[src/rtl/sequence_detector.sv]
// Mealy detector for the serial pattern 0 1 0* 1, with a two-digit BCD count of detections
// shown on two active-low 7-segment digits.
module sequence_detector (
  input  logic       clk,
  input  logic       rst,
  input  logic       ena,
  input  logic       sig_to_test,
  output logic [6:0] disp0,
  output logic [6:0] disp1,
  output logic       z
);

  typedef enum logic [1:0] {S0 = 2'd0, S1 = 2'd1, S2 = 2'd2, S3 = 2'd3} state_t;

  state_t     state_r;
  state_t     state_next_s;
  logic [3:0] ones_r;
  logic [3:0] tens_r;

  // Active-low segments in {g,f,e,d,c,b,a} order; non-BCD codes blank the digit
  function automatic logic [6:0] seg7(input logic [3:0] digit);
    logic [6:0] seg;
    case (digit)
      4'd0:    seg = 7'b1000000;
      4'd1:    seg = 7'b1111001;
      4'd2:    seg = 7'b0100100;
      4'd3:    seg = 7'b0110000;
      4'd4:    seg = 7'b0011001;
      4'd5:    seg = 7'b0010010;
      4'd6:    seg = 7'b0000010;
      4'd7:    seg = 7'b1111000;
      4'd8:    seg = 7'b0000000;
      4'd9:    seg = 7'b0010000;
      default: seg = 7'b1111111;
    endcase
    return seg;
  endfunction

  // FSM state register
  always_ff @(posedge clk or negedge rst) begin
    if (!rst) begin
      state_r <= S0;
    end else begin
      state_r <= state_next_s;
    end
  end

  // Next-state and Mealy flag; the flag fires only on the closing 1 from S2 or S3
  always_comb begin
    state_next_s = state_r;
    z            = 1'b0;
    case (state_r)
      S0: begin
        if (sig_to_test) state_next_s = S0;
        else             state_next_s = S1;
      end
      S1: begin
        if (sig_to_test) state_next_s = S2;
        else             state_next_s = S1;
      end
      S2: begin
        if (sig_to_test) begin
          state_next_s = S0;
          z            = 1'b1;
        end else begin
          state_next_s = S3;
        end
      end
      S3: begin
        if (sig_to_test) begin
          state_next_s = S2;
          z            = 1'b1;
        end else begin
          state_next_s = S3;
        end
      end
      default: begin
        state_next_s = S0;
        z            = 1'b0;
      end
    endcase
  end

  // Two-digit BCD detection counter, wraps 99 -> 00
  always_ff @(posedge clk or negedge rst) begin
    if (!rst) begin
      ones_r <= 4'd0;
      tens_r <= 4'd0;
    end else if (z && ena) begin
      if (ones_r == 4'd9) begin
        ones_r <= 4'd0;
        if (tens_r == 4'd9) tens_r <= 4'd0;
        else                tens_r <= tens_r + 4'd1;
      end else begin
        ones_r <= ones_r + 4'd1;
      end
    end else begin
      ones_r <= ones_r;
      tens_r <= tens_r;
    end
  end

  assign disp0 = seg7(ones_r);
  assign disp1 = seg7(tens_r);

endmodule

[config.mk]
export PLATFORM = sky130hd
export DESIGN_NAME = sequence_detector
export DESIGN_NICKNAME = d
export VERILOG_FILES = /design/src/rtl/sequence_detector.sv
export SDC_FILE = /design/constraint.sdc
export NUM_CORES = 1
export LEC_CHECK = 0
export CAP_MARGIN = 15
export CORE_MARGIN = 2
export CORE_UTILIZATION = 35
export CTS_BUF_LIST = sky130_fd_sc_hd__clkbuf_2 sky130_fd_sc_hd__clkbuf_4 sky130_fd_sc_hd__clkbuf_8
export DETAILED_ROUTE_END_ITERATION = 8
export PLACE_DENSITY = 0.66
export SYNTH_ARGS = -nofsm -noshare
export SYNTH_HDL_FRONTEND = slang
export SYNTH_SLANG_ARGS = --single-unit
[constraint.sdc]
create_clock -name clk -period 2.2 [get_ports clk]
set_input_delay 0.22 -clock clk [delete_from_list [all_inputs] [get_ports clk]]
set_output_delay 0.22 -clock clk [all_outputs]
set_load 0.05 [all_outputs]
# After elaboration in Yosys (flattened, before gate mapping)
# Memory sizes are Yosys's and may differ from the RTL's.
# Cells that the tools add are included.
# totals
inputBits	4
register_bits	10
output_inout_bits	15
memories	2
mem_bits_ro	224
word_cells	25
# op_classes
muxes	9
n_eq_ne	5
n_reduce_logical	4
add_sub_neg	2
# mem_list
memory	depth	width	rd	rd_clocked_by_memory_dff	wr	line_no	source
(name not given)	16	7	1	0	0	23	case (digit)
(name not given)	16	7	1	0	0	23	
# ops
cell	count
adder 4 x 1 -> 4 bit, second input constant	2
equality test 4 bit, second input constant	2
2-to-1 mux 4 bit	2
case mux 2 bit (4 select lines)	1
equality test 2 bit, second input constant	2
2-to-1 mux 1 bit	4
2-to-1 mux 2 bit	2
equality test 2 x 1 -> 1 bit, second input constant	1
zero test 2 bit	1
AND reduction 2 bit	1
OR reduction 2 bit	1
logical AND 1 bit	1

# Depth between registers and ports, before layout
# depth
depth_word	5
depth_mapped	5
depth_no_buf	5

# Worst setup path before layout
# OpenSTA, ideal clock, no wires.
# synth_timing
kind	reg2out
from	reg tens_r[0]
to	out disp1[4]
setup_slack_ns	0.085
path_stages_with_launch	6
required_time_ns	1.980
n_path_buf	0
t_arrival_ns	1.895
cell_sequence	dfrtp_1 -> inv_1 -> ha_1 -> nand2_1 -> o21ai_0 -> o21ai_0
# synth_between
elab_chain_len	1
# synth_rtl
element	line_no	source
start: declaration	18	logic [3:0] tens_r;
start signal: assignment	93	else tens_r <= tens_r + 4'd1;
start signal: assignment	99	tens_r <= tens_r;
memory (16 x 7 bit)	-	
end: declaration	9	output logic [6:0] disp1,
# No other way between the ends.

# Worst setup path in the final report
# layout_timing
from	reg ones_r[1]
to	out disp0[3]
# layout_between
elab_chain_len	1
# layout_rtl
element	line_no	source
start: declaration	17	logic [3:0] ones_r;
start signal: assignment	95	ones_r <= ones_r + 4'd1;
start signal: assignment	98	ones_r <= ones_r;
memory (16 x 7 bit)	-	
end: declaration	8	output logic [6:0] disp0,
# No other way between the ends.

==> reports/results.ini <==
[run_status]
status = finished clean

[sta]
clock.fmax_ghz = 0.485
min_period_over_period_pct = 93.8
slew_violations = 0
relSlewSlack_pct = 67.7
fin_setup_tns_ns = 0
rsz0062_at_grt = no
fin_worst_skew_ns = 0.00931
finalHoldViolCount = 0
period_minus_slack_ns = 2.06
setup_viol = 0
worst_slew_pin_slew_ns = 0.487

[global_route]
first_global_vias = 752
antenna_found_initial = 0
track_usage_pct = 15.3
grt_overflow = 0
grt_pass1_wl_um = 3250
grt_max_degree = 16

[critical_path]
cp_cell_sequence = inv_1 > ha_1 > or2_2 > a21oi_2 > a31oi_1 > buf_4
cp-start-kind = flip-flop
cp.arrival_ns = 1.84
cp_max_fo = 7
r2r_start = ones_r[1]$_DFFE_PN0P_
crit_start = ones_r[1]$_DFFE_PN0P_
critPathKind = flip-flop to primary output
worst-r2r-cell-count = 5
max_stage_delay_ns = 0.44
crit_path_top_delay_cell = dfrtp_2
cp-end-kind = primary output
cp.required_ns = 1.98

[logic_synthesis]
ys_seq_area_share_pct = 28.9
syn_area_um2 = 866
synth_top_area_share_pct = 28.9
avgSynthCellArea_um2 = 7.94
yosys_warnings = 0
synth_seq_cells = 10
syn_nets = 123
ys_types = 30
yosys.area.top_type = dfrtp_1
synth_area_leaders = dfrtp_1, ha_1, o21ai_0
synthCells = 109

[clock_network]
insertion_delay_ns = 0.27
clock_path_buffers = 2
clk_pin_slew_worst_paths_ns = 0.07
clockRootBuffer = clkbuf_4
cts_num_sinks = 10
cts_setup_buffers = 0
htreeDepth = 1
cts_buffers = 3
cts_tree = done

[floorplanning]
die-width_um = 53.7
rows = 18
initial_core_util_pct = 35.9
pin_count = 19
core_area_um2 = 2410
die_h_um = 53.7
design.die.area_um2 = 2890

[route]
via_per_inst = 5.09
wl_um = 1900
vias = 809
remaining_drc_errors = 0
firstDrtPassIters = 4
first_iter_violations = 12
ant_nets = 0
wire_per_inst_um = 12.0

[min_path]
hp-class = input port to async pin

[run]
maxCapViolations = 0

[cells_and_area]
syn_to_final_growth_pct = 27.9
n_antenna_cell = 0
nets = 145
post_route_cells_drive_above_1_share_pct = 21.7
final_util_pct = 46.0

[placement]
gp_congestion = 0.774
dp_hpwl_um = 1480
port_buffers = 18

-- state kept, by name, indices dropped and copies added (netlist names), named ones only --
signal / cells
tens_r: 4
state_r: 1
ones_r: 4
-- placed cells by master (no fill, tap or decap), drive strengths merged, types with 3 or more instances in the layout --
master,count
clkbuf,3
clkdlybuf4s50,3
a21oi,11
nand2b,5
or2,3
buf,16
dfrtp,10
ha,10
nand2,7
mux2,3
nand3,4
a31oi,3
inv,11
o21ai,18
nor2,7
-- final cells by class --
cell class                      instances  area, um^2
Clock buffer                            3        22.5
Fill cell                             248        1300
Inverter                               11        41.3
Multi-Input combinational cell         84         562
Sequential cell                        10         251
Tap cell                               30        37.5
Timing Repair Buffer                   21         193
-- cell families after synthesis --
group,share of synthesized area [%]
adders and majority gates,14.5
buffers and inverters,6.65
AOI/OAI and AO/OA,23.8
DFF,28.9
and+or+nand+nor,21.2
xor gates and xnor gates,1.01
muxes,3.90
-- critical path, delay by kind of cell, from the launching register on --
kind | cells | cell delay, ns
buf+inv | 2 | 0.34
fa+ha+maj | 1 | 0.27
flops | 1 | 0.44
simple gates | 1 | 0.30
compound gates | 2 | 0.24
-- synthesized netlist by cell type --
| cell type | instances |
|---|---|
| nand2_1 | 7 |
| o31ai_1 | 1 |
| nor2b_1 | 1 |
| xor2_1 | 1 |
| a22o_1 | 1 |
| o21ai_1 | 2 |
| and3_1 | 1 |
| or2_1 | 1 |
| and2_1 | 1 |
| nand3b_1 | 1 |
| nand2b_1 | 5 |
| nand3b_4 | 1 |
| dfrtp_1 | 10 |
| mux2_1 | 1 |
| o311ai_1 | 1 |
| a21oi_1 | 11 |
| ha_1 | 10 |
| o21ai_0 | 16 |
| nand3_2 | 1 |
| mux2_2 | 2 |
| nor2_1 | 7 |
| nor3_1 | 2 |
| a21bo_2 | 1 |
| clkbuf_1 | 3 |
| a31oi_1 | 3 |
| nand3_1 | 3 |
| buf_2 | 1 |
| inv_1 | 11 |
| a211oi_1 | 1 |
| or2_2 | 2 |
-- final timing paths --
kind,end,slack [ns]
max in group asynchronous,ones_r[1]$_DFFE_PN0P_,1.60
min reg2reg,flip-flop,0.48
min in group clk,flip-flop,0.48
min,ones_r[2]$_DFFE_PN0P_,0.27
max reg2reg,tens_r[2]$_DFFE_PN0P_,0.49
max,disp0[3],0.14
-- metal layers --
| metal | vias up | track usage, % | share of wire, % |
|---|---|---|---|
| li1 | 415 | - | - |
| met1 | 379 | 18.6 | 43 |
| met2 | 15 | 27.4 | 53 |
| met3 | 0 | 1.94 | 4.0 |
| met4 | 0 | 5.13 | 0 |
| met5 | - | 0 | 0 |
-- timing repair --
item / in CTS / in global routing
hold buffers: 0 / 0
gates resized for setup: 2 / 2
endpoints found under the setup margin: 2 / 2
-- per-stage QoR --
stage / hold WS, ns / cell area [um^2] / worst slack [ns] / std cells
floorplan: -0.0756 / 866 / 0.0849 / 109
global placement: 0.464 / 1080 / 0.269 / 156
detailed placement: 0.475 / 1080 / 0.160 / 156
CTS: 0.288 / 1100 / 0.0231 / 159
global route: 0.310 / 1110 / 0.0328 / 159
finish: 0.266 / 1110 / 0.136 / 159
Power is not shown: default switching activity piles up to over one toggle a cycle in this logic, so the estimate is an artifact.
